### src/rtl/ex_wb_arbiter_pkg.sv
// Shared constants and helpers for the execute-to-writeback arbiter.
// Optional round-robin policy is selected with EX_WB_RR_EN.
package ex_wb_arbiter_pkg;

  localparam int NUM_REQ_DEF = 3;
  localparam int XLEN_DEF    = 32;
  localparam int REG_AW_DEF  = 5;

  // Producer slot indices; lower index wins under fixed priority.
  typedef enum int {
    REQ_ALU = 0,
    REQ_LSU = 1,
    REQ_CSR = 2
  } req_id_e;

  function automatic int wrap_inc(input int idx, input int n);
    return (idx + 1 >= n) ? 0 : idx + 1;
  endfunction

endpackage

### src/rtl/ex_wb_arbiter_if.sv
// Producer request bundle plus registered write port and pending-destination mask.
import ex_wb_arbiter_pkg::*;

interface ex_wb_arbiter_if #(
  parameter int NUM_REQ = NUM_REQ_DEF,
  parameter int XLEN    = XLEN_DEF,
  parameter int REG_AW  = REG_AW_DEF
);

  logic [NUM_REQ-1:0]        req_valid;
  logic [NUM_REQ-1:0]        req_ready;
  logic [NUM_REQ*REG_AW-1:0] req_rd;
  logic [NUM_REQ*XLEN-1:0]   req_data;
  logic                      wb_en;
  logic [REG_AW-1:0]         wb_rd;
  logic [XLEN-1:0]           wb_data;
  logic [2**REG_AW-1:0]      pend_mask;

  modport master (
    output req_valid, req_rd, req_data,
    input  req_ready, wb_en, wb_rd, wb_data, pend_mask
  );

  modport slave (
    input  req_valid, req_rd, req_data,
    output req_ready, wb_en, wb_rd, wb_data, pend_mask
  );

endinterface

### src/rtl/ex_wb_arbiter_arb.sv
// One-hot grant over full slots: round-robin from ptr when EX_WB_RR_EN is
// defined, otherwise fixed priority with the lowest index winning.
module wb_arbiter
  import ex_wb_arbiter_pkg::*;
#(
  parameter int NUM_REQ = NUM_REQ_DEF
`ifdef EX_WB_RR_EN
  , parameter int PTR_W = 2
`endif
) (
  input  logic [NUM_REQ-1:0] req,
`ifdef EX_WB_RR_EN
  input  logic [PTR_W-1:0]   ptr,
`endif
  output logic [NUM_REQ-1:0] grant
);

  logic found;

`ifdef EX_WB_RR_EN
  int idx;

  always_comb begin
    grant = '0;
    found = 1'b0;
    idx   = int'(ptr);
    for (int k = 0; k < NUM_REQ; k++) begin
      if (!found && req[idx]) begin
        grant[idx] = 1'b1;
        found      = 1'b1;
      end
      idx = wrap_inc(idx, NUM_REQ);
    end
  end
`else
  always_comb begin
    grant = '0;
    found = 1'b0;
    for (int k = 0; k < NUM_REQ; k++) begin
      if (!found && req[k]) begin
        grant[k] = 1'b1;
        found    = 1'b1;
      end
    end
  end
`endif

endmodule

### src/rtl/ex_wb_arbiter.sv
// Per-producer holding slots drained one per cycle into a registered write port.
// Arbitration policy: round-robin with EX_WB_RR_EN defined, fixed priority otherwise.
module ex_wb_arbiter
  import ex_wb_arbiter_pkg::*;
#(
  parameter int NUM_REQ = NUM_REQ_DEF,
  parameter int XLEN    = XLEN_DEF,
  parameter int REG_AW  = REG_AW_DEF
) (
  input  logic            clk,
  input  logic            rst,
  ex_wb_arbiter_if.slave  bus
);

  localparam int PTR_W = (NUM_REQ > 1) ? $clog2(NUM_REQ) : 1;

  logic [NUM_REQ-1:0] full_reg;
  logic [NUM_REQ-1:0] grant;
  logic [NUM_REQ-1:0] accept;
  logic [REG_AW-1:0]  rd_reg   [NUM_REQ];
  logic [XLEN-1:0]    data_reg [NUM_REQ];

  logic               wb_en_reg;
  logic [REG_AW-1:0]  wb_rd_reg;
  logic [XLEN-1:0]    wb_data_reg;

  logic [PTR_W-1:0]   grant_idx;
  logic               grant_any;
  logic [2**REG_AW-1:0] pend_mask_next;

  generate
    for (genvar gi = 0; gi < NUM_REQ; gi++) begin : g_slot
      logic [REG_AW-1:0] rd_in;
      logic [XLEN-1:0]   data_in;

      assign rd_in   = bus.req_rd[gi*REG_AW +: REG_AW];
      assign data_in = bus.req_data[gi*XLEN +: XLEN];

      // A granted slot may be refilled on the same edge it drains.
      assign bus.req_ready[gi] = !full_reg[gi] | grant[gi];
      assign accept[gi]        = bus.req_valid[gi] & bus.req_ready[gi];

      always_ff @(posedge clk or negedge rst) begin
        if (!rst) begin
          full_reg[gi] <= 1'b0;
          rd_reg[gi]   <= '0;
          data_reg[gi] <= '0;
        end else if (accept[gi]) begin
          // Writes to x0 complete the handshake but never occupy the slot.
          full_reg[gi] <= (rd_in != '0);
          rd_reg[gi]   <= rd_in;
          data_reg[gi] <= data_in;
        end else if (grant[gi]) begin
          full_reg[gi] <= 1'b0;
        end
      end
    end
  endgenerate

`ifdef EX_WB_RR_EN
  logic [PTR_W-1:0] ptr_reg;

  always_ff @(posedge clk or negedge rst) begin
    if (!rst) begin
      ptr_reg <= '0;
    end else if (grant_any) begin
      ptr_reg <= PTR_W'(wrap_inc(int'(grant_idx), NUM_REQ));
    end
  end

  wb_arbiter #(
    .NUM_REQ (NUM_REQ),
    .PTR_W   (PTR_W)
  ) u_arb (
    .req   (full_reg),
    .ptr   (ptr_reg),
    .grant (grant)
  );
`else
  wb_arbiter #(
    .NUM_REQ (NUM_REQ)
  ) u_arb (
    .req   (full_reg),
    .grant (grant)
  );
`endif

  always_comb begin
    grant_idx = '0;
    grant_any = |grant;
    for (int i = 0; i < NUM_REQ; i++) begin
      if (grant[i]) begin
        grant_idx = PTR_W'(i);
      end
    end
  end

  // Write data holds its last value while the strobe is low.
  always_ff @(posedge clk or negedge rst) begin
    if (!rst) begin
      wb_en_reg   <= 1'b0;
      wb_rd_reg   <= '0;
      wb_data_reg <= '0;
    end else begin
      wb_en_reg <= grant_any;
      if (grant_any) begin
        wb_rd_reg   <= rd_reg[grant_idx];
        wb_data_reg <= data_reg[grant_idx];
      end
    end
  end

  always_comb begin
    pend_mask_next = '0;
    for (int i = 0; i < NUM_REQ; i++) begin
      if (full_reg[i]) begin
        pend_mask_next[rd_reg[i]] = 1'b1;
      end
    end
    if (wb_en_reg) begin
      pend_mask_next[wb_rd_reg] = 1'b1;
    end
    pend_mask_next[0] = 1'b0;
  end

  assign bus.wb_en     = wb_en_reg;
  assign bus.wb_rd     = wb_rd_reg;
  assign bus.wb_data   = wb_data_reg;
  assign bus.pend_mask = pend_mask_next;

endmodule

### src/flat_wrapper.sv
// flat-port wrapper written by rule: the top's interface ports become plain ports
module ex_wb_arbiter_flat import ex_wb_arbiter_pkg::*;
#(
  parameter int NUM_REQ = NUM_REQ_DEF,
  parameter int XLEN    = XLEN_DEF,
  parameter int REG_AW  = REG_AW_DEF
)
  (clk, rst, bus_req_valid, bus_req_rd, bus_req_data, bus_req_ready, bus_wb_en, bus_wb_rd, bus_wb_data, bus_pend_mask);
  ex_wb_arbiter_if #(.NUM_REQ(NUM_REQ), .XLEN(XLEN), .REG_AW(REG_AW)) bus_i ();
  input  logic clk;
  input  logic rst;
  input wire logic [$bits(bus_i.req_valid)-1:0] bus_req_valid;
  input wire logic [$bits(bus_i.req_rd)-1:0] bus_req_rd;
  input wire logic [$bits(bus_i.req_data)-1:0] bus_req_data;
  output wire logic [$bits(bus_i.req_ready)-1:0] bus_req_ready;
  output wire logic [$bits(bus_i.wb_en)-1:0] bus_wb_en;
  output wire logic [$bits(bus_i.wb_rd)-1:0] bus_wb_rd;
  output wire logic [$bits(bus_i.wb_data)-1:0] bus_wb_data;
  output wire logic [$bits(bus_i.pend_mask)-1:0] bus_pend_mask;
  assign bus_i.req_valid = bus_req_valid;
  assign bus_i.req_rd = bus_req_rd;
  assign bus_i.req_data = bus_req_data;
  assign bus_req_ready = bus_i.req_ready;
  assign bus_wb_en = bus_i.wb_en;
  assign bus_wb_rd = bus_i.wb_rd;
  assign bus_wb_data = bus_i.wb_data;
  assign bus_pend_mask = bus_i.pend_mask;
  ex_wb_arbiter #(.NUM_REQ(NUM_REQ), .XLEN(XLEN), .REG_AW(REG_AW)) u_core (.clk(clk), .rst(rst), .bus(bus_i));
endmodule
### config.mk
export PLATFORM = sky130hd
export DESIGN_NAME = ex_wb_arbiter_flat
export DESIGN_NICKNAME = d
export VERILOG_FILES = /design/src/rtl/ex_wb_arbiter_pkg.sv /design/src/rtl/ex_wb_arbiter_if.sv /design/src/rtl/ex_wb_arbiter_arb.sv /design/src/rtl/ex_wb_arbiter.sv /design/src/flat_wrapper.sv
export SDC_FILE = /design/constraint.sdc
export NUM_CORES = 1
export LEC_CHECK = 0
export ABC_AREA = 1
export CAP_MARGIN = 20
export CORE_MARGIN = 3
export CORE_UTILIZATION = 52
export CTS_BUF_LIST = sky130_fd_sc_hd__clkbuf_8
export CTS_CLUSTER_SIZE = 20
export DETAILED_ROUTE_END_ITERATION = 8
export PLACE_DENSITY = 0.83
export RECOVER_POWER = 25
export SYNTH_ARGS = -nofsm -noshare
export SYNTH_HDL_FRONTEND = slang
export SYNTH_SLANG_ARGS = --single-unit
### constraint.sdc
create_clock -name clk -period 1.7 [get_ports clk]
set_input_delay 0.17 -clock clk [delete_from_list [all_inputs] [get_ports clk]]
set_output_delay 0.17 -clock clk [all_outputs]
set_load 0.02 [all_outputs]
* Yosys cells after proc, flatten, opt, wreduce, memory -nomap -nowiden *
Cells that the tools add are included.

word-level totals
  output and inout bits = 73
  input bits = 116
  flip-flop bits (word level) = 152
  word-level logic and storage cells = 79

cells by class
  bitwise logic cells = 10
  multiplexer cells = 30
  magnitude comparators = 9
  reduce and logical (&&, ||, !) cells = 18

operator list
  cell                                                                   count
  32-bit 2-to-1 mux                                                      6
  32-bit bitwise OR                                                      3
  32-bit binary-select mux with 2-bit select                             1
  5-bit by 6-bit < comparator with 1-bit output, second input constant   4
  1-bit demux with 5-bit select                                          4
  5-bit by 1-bit >= comparator with 1-bit output, second input constant  4
  1-bit 2-to-1 mux                                                       15
  5-bit nonzero test                                                     3
  5-bit binary-select mux with 2-bit select                              1
  5-bit 2-to-1 mux                                                       2
  1-bit logical AND                                                      6
  2-bit nonzero test                                                     3
  1-bit zero test                                                        5
  1-bit bitwise AND                                                      3
  3-bit >= comparator, second input constant                             1
  2-bit inverter with 3-bit output                                       1
  1-bit bitwise OR                                                       3
  3-bit OR reduction                                                     1
  2-bit 2-to-1 mux                                                       1

* Logic depth before layout (Yosys ltp) *
  depth in word-level cells = 12
  mapped depth = 9
  mapped depth without buffers = 6

* By module *
From an unflattened synthesis, not the netlist that was laid out.

second synthesis, totals
  cells, all modules = 1118
  area total of the unflattened synthesis = 7898.8 µm²

by module, submodules not included
  module         cells each  seq. area each (µm²)  area an instance (µm²)  instances
  ex_wb_arbiter  1113        3803.6                7871.3                  1
  wb_arbiter     5           0.0                   27.5                    1

* Worst setup path after synthesis *
OpenSTA, ideal clock, no wires.

  path kind = reg2out
  start point = register u_core.full_reg[1]
  end point = output bus_pend_mask[16]
  arrival time = 1.125 ns
  stages on the path, launching flop included = 7
  slack = 0.405 ns
  path buffers = 2
  required time = 1.530 ns
  cell sequence = dfrtp_1 -> buf_4 -> buf_6 -> nand3_1 -> nor2_1 -> nor2_1 -> nand2_1

on the way
  cells in the longest elaborated chain, start to end = 5

ends and longest elaborated chain
  item                                line                  source
  start, declared                     ex_wb_arbiter.sv:17   logic [NUM_REQ-1:0] full_reg;
  start signal, assigned by index     ex_wb_arbiter.sv:50   full_reg[gi] <= (rd_in != '0);
  32-bit 2-to-1 mux (*)               ex_wb_arbiter.sv:116  if (full_reg[i]) begin
  32-bit bitwise OR (no source line)  -
  32-bit 2-to-1 mux (*)               ex_wb_arbiter.sv:116
  32-bit bitwise OR (no source line)  -
  32-bit 2-to-1 mux (*)               ex_wb_arbiter.sv:120  if (wb_en_reg) begin
  end, declared                       flat_wrapper.sv:19    output wire logic [$bits(bus_i.pend_mask)-1:0] bus_pend_mask;

Every way passes the cells marked *; elsewhere a longest branch is shown, timed or not.

* Final worst setup path *
  start point = register u_core.rd_reg[9] (netlist name)
  end point = output bus_pend_mask[15]

on the way
  cells in the longest elaborated chain, start to end = 10
  elaborated cells on any way between the ends = 11
  those cells by class = 2 x order compare; 5 x mux; 3 x bitwise; 1 x reduce/logical

ends and longest elaborated chain
  item                                                                                                                                          line                  source
  start, declared                                                                                                                               ex_wb_arbiter.sv:20   logic [REG_AW-1:0] rd_reg [NUM_REQ];
  start signal, assigned by index                                                                                                               ex_wb_arbiter.sv:51   rd_reg[gi] <= rd_in;
  5-bit by 6-bit < comparator with 1-bit output (not written as such) / 5-bit by 1-bit >= comparator with 1-bit output (equally long branches)  ex_wb_arbiter.sv:117  pend_mask_next[rd_reg[i]] = 1'b1;
  1-bit logical AND (not written as such)                                                                                                       ex_wb_arbiter.sv:117
  1-bit 2-to-1 mux (not written as such)                                                                                                        ex_wb_arbiter.sv:117
  1-bit demux with 5-bit select (*)                                                                                                             -
  32-bit bitwise OR (no source line) (*)                                                                                                        -
  32-bit 2-to-1 mux (*)                                                                                                                         ex_wb_arbiter.sv:116
  32-bit bitwise OR (no source line)                                                                                                            -
  32-bit 2-to-1 mux (*)                                                                                                                         ex_wb_arbiter.sv:116
  32-bit bitwise OR (no source line)                                                                                                            -
  32-bit 2-to-1 mux (*)                                                                                                                         ex_wb_arbiter.sv:120

Marked as above.

==> flow_metrics.tcl <==
set metrics [dict create \
    status "finished with violations" \
    failed_checks "setup timing" \
    numCtsBuffers 17 \
    detail_route.wl_per_cell_um 18.1 \
    vias 8844 \
    grt_antenna_before_repair 0 \
    cap_violations 0 \
    drive_gt1_share_pct 27.8 \
    track_usage_pct 32.1 \
    slowest_stage "dfrtp_2" \
    crit_type "reg -> out" \
    multi_input_comb_area_um2 4330 \
    p_leak_nw 5.80 \
    grt_pass1_vias 8271 \
    dp_hpwl_mm 18.1 \
    finalCritPeriodShare_pct 112 \
    fillCellCount 933 \
    io_pins 189 \
    pwr_density_cell_nw_per_um2 953 \
    die_x_um 130 \
    synth-seq-cells 152 \
    crit_path_start "u_core.rd_reg[9]$_DFFE_PN0P_" \
    synthToLayoutAreaGrowth_pct 50.8 \
    min_from "bus_req_valid[0]" \
    ir_drop_uv 625 \
    wl_mm 28.5 \
    fp-row-count 44 \
    routabilityCongestion 0.973 \
    min_path_type "in -> reg" \
    cts_tree "built" \
    die-height_um 130 \
    clock_latency_ps 480 \
    grt_max_degree 71 \
    worst-path-buf-inv 3 \
    slowest_delay_ps 470 \
    clock_path_buffers 2 \
    most-common-layout-cells "nand2_1, nor2_1, nand3_1" \
    drc 0 \
    place_inst 1495 \
    total_power_mw 11.5 \
    relSlewSlack_pct 14.6 \
    cts.clk_slew.worst_paths_ps 90 \
    path_max_fanout 4 \
    ys_seq_area_share_pct 47.4 \
    port_buffers 186 \
    syn-num-nets 1212 \
    vias_per_cell 5.62 \
    layout_min_cycle_time_ps 1910 \
    regArea_um2 3830 \
    worstReg2RegStart "u_core.full_reg[1]$_DFFE_PN0P_" \
    tightest_slew_ps 1280 \
    drv_slew 0 \
    core_area_um2 14800 \
    cts_max_level 4 \
    drt_iter0_markers 941 \
    synth_cell_types 19 \
    max_freq_mhz 523 \
    worst_path_most_repeated_cell "buf_6" \
    path_cells "buf_6, inv_4, nand3_4, nor2_2, nor2_1, nand2_1, buf_6" \
    largest_register_ffs 96 \
    required_ps 1530 \
    rsz0062_at_grt "true" \
    grt_overflow 0 \
    syn-instance-count 1096 \
    arrival_ps 1740 \
    start_util_pct 54.2 \
    nets 1493 \
    first_pass_iters 6 \
    setup_viol 31 \
    die_area_um2 17000 \
    final_common_cell "nand2_1" \
    insertedDiodeCount 0 \
    cts_sinks 152 \
    netlist_area_um2 8030 \
    post-route-util_pct 81.8 \
    fin_ws_ps -212 \
    fin_cells 1574 \
    startpoint_type "register" \
    cp_top_family "flip-flops" \
    postRouteAntennaNets 0 \
    grt_pass1_wl_mm 42.2 \
    end_kind "output pin" \
    cts-root-buf "clkbuf_8" \
    yosys_warnings 0 \
    synth_area_per_cell_um2 7.33 \
    hold_viol 0 \
    finClkSkew_ps 16.0 \
]
[cell type report]
| cell class | count | share of cell area [%] |
|---|---|---|
| tap | 184 | 1.90 |
| sequential | 152 | 31.6 |
| multi-input combinational | 855 | 35.8 |
| inverter | 29 | 1.13 |
| clock buffer | 18 | 2.05 |
| clock inverter | 14 | 1.02 |
| timing repair buffer | 322 | 26.5 |
[kinds of logic after synthesis]
kind of cell           share of synthesized area [%]
and+or+nand+nor                                 41.0
AOI/OAI and AO/OA                               1.12
DFF                                             47.4
buffers and inverters                           5.88
muxes                                           4.49
other                                         0.0935
[Yosys cell counts]
| library cell | n | area [um^2] |
|---|---|---|
| o21ai_0 | 15 | 75.1 |
| nand2_4 | 1 | 11.3 |
| dfrtp_1 | 152 | 3800 |
| nand2_1 | 343 | 1290 |
| nand2_2 | 6 | 37.5 |
| buf_6 | 8 | 90.1 |
| buf_1 | 2 | 7.51 |
| buf_2 | 30 | 150 |
| nand4_1 | 2 | 12.5 |
| nand3_1 | 191 | 956 |
| inv_1 | 28 | 105 |
| mux2_2 | 32 | 360 |
| inv_4 | 1 | 6.26 |
| buf_4 | 10 | 75.1 |
| a21oi_1 | 3 | 15.0 |
| nor2_1 | 258 | 968 |
| clkbuf_1 | 10 | 37.5 |
| nor2_4 | 2 | 22.5 |
| conb_1 | 2 | 7.51 |
[timing repair]
item / 4_1_cts / 5_1_grt
hold endpoints to repair: 46 / 0
setup buffers: 32 / 20
setup endpoints to repair: 49 / 87
gates cloned: 0 / 1
pin swaps: 40 / 62
resized for setup: 316 / 137
hold buffers: 1 / 0
[final timing paths]
path                                                      end  cells after the start  slack (ps)
max                                         bus_pend_mask[15]                      7        -210
max in group asynchronous        u_core.rd_reg[6]$_DFFE_PN0P_                      3         220
min                             u_core.rd_reg[14]$_DFFE_PN0P_                      4         170
min reg2reg                   u_core.data_reg[35]$_DFFE_PN0P_                      2         480
max reg2reg                u_core.bus.wb_data[30]$_DFFE_PN0P_                      9          70
min in group asynchronous     u_core.data_reg[79]$_DFFE_PN0P_                      2         500
[per-layer routing]
metal  global-route usage (%)  share of wire, %  wire length, um  vias up
li1                         -                 -                -     4049
met1                     43.2                39            11300     4153
met2                     52.2                48            13700      540
met3                     7.33               8.9             2530      102
met4                     10.1               3.4              978        0
met5                        0                 0                0        -
[stage by stage]
step / setup TNS, ps / hold WS [ps] / area [um^2] / setup WS [ps]
floorplan: 0 / -126 / 8030 / 405
global placement: -1930 / 142 / 10500 / -109
detailed placement: -2370 / 144 / 10500 / -128
CTS: -2590 / 169 / 11600 / -163
global route: -6400 / 185 / 12100 / -276
finish: -3540 / 168 / 12100 / -212
[report_power, final]
group / switching (mW) / leakage, nW / internal [mW]
clock network: 1.46 / 0.198 / 1.21
logic: 2.29 / 3.79 / 1.92
registers: 0.453 / 1.81 / 4.20
[worst register-to-register path, delay by kind of cell (launching register included)]
| family | cells | cell delay [ps] |
|---|---|---|
| AND/OR/NAND/NOR | 5 | 430 |
| flip-flops | 1 | 440 |
| buffers and inverters | 4 | 660 |
(Power assumes the default switching activity.)
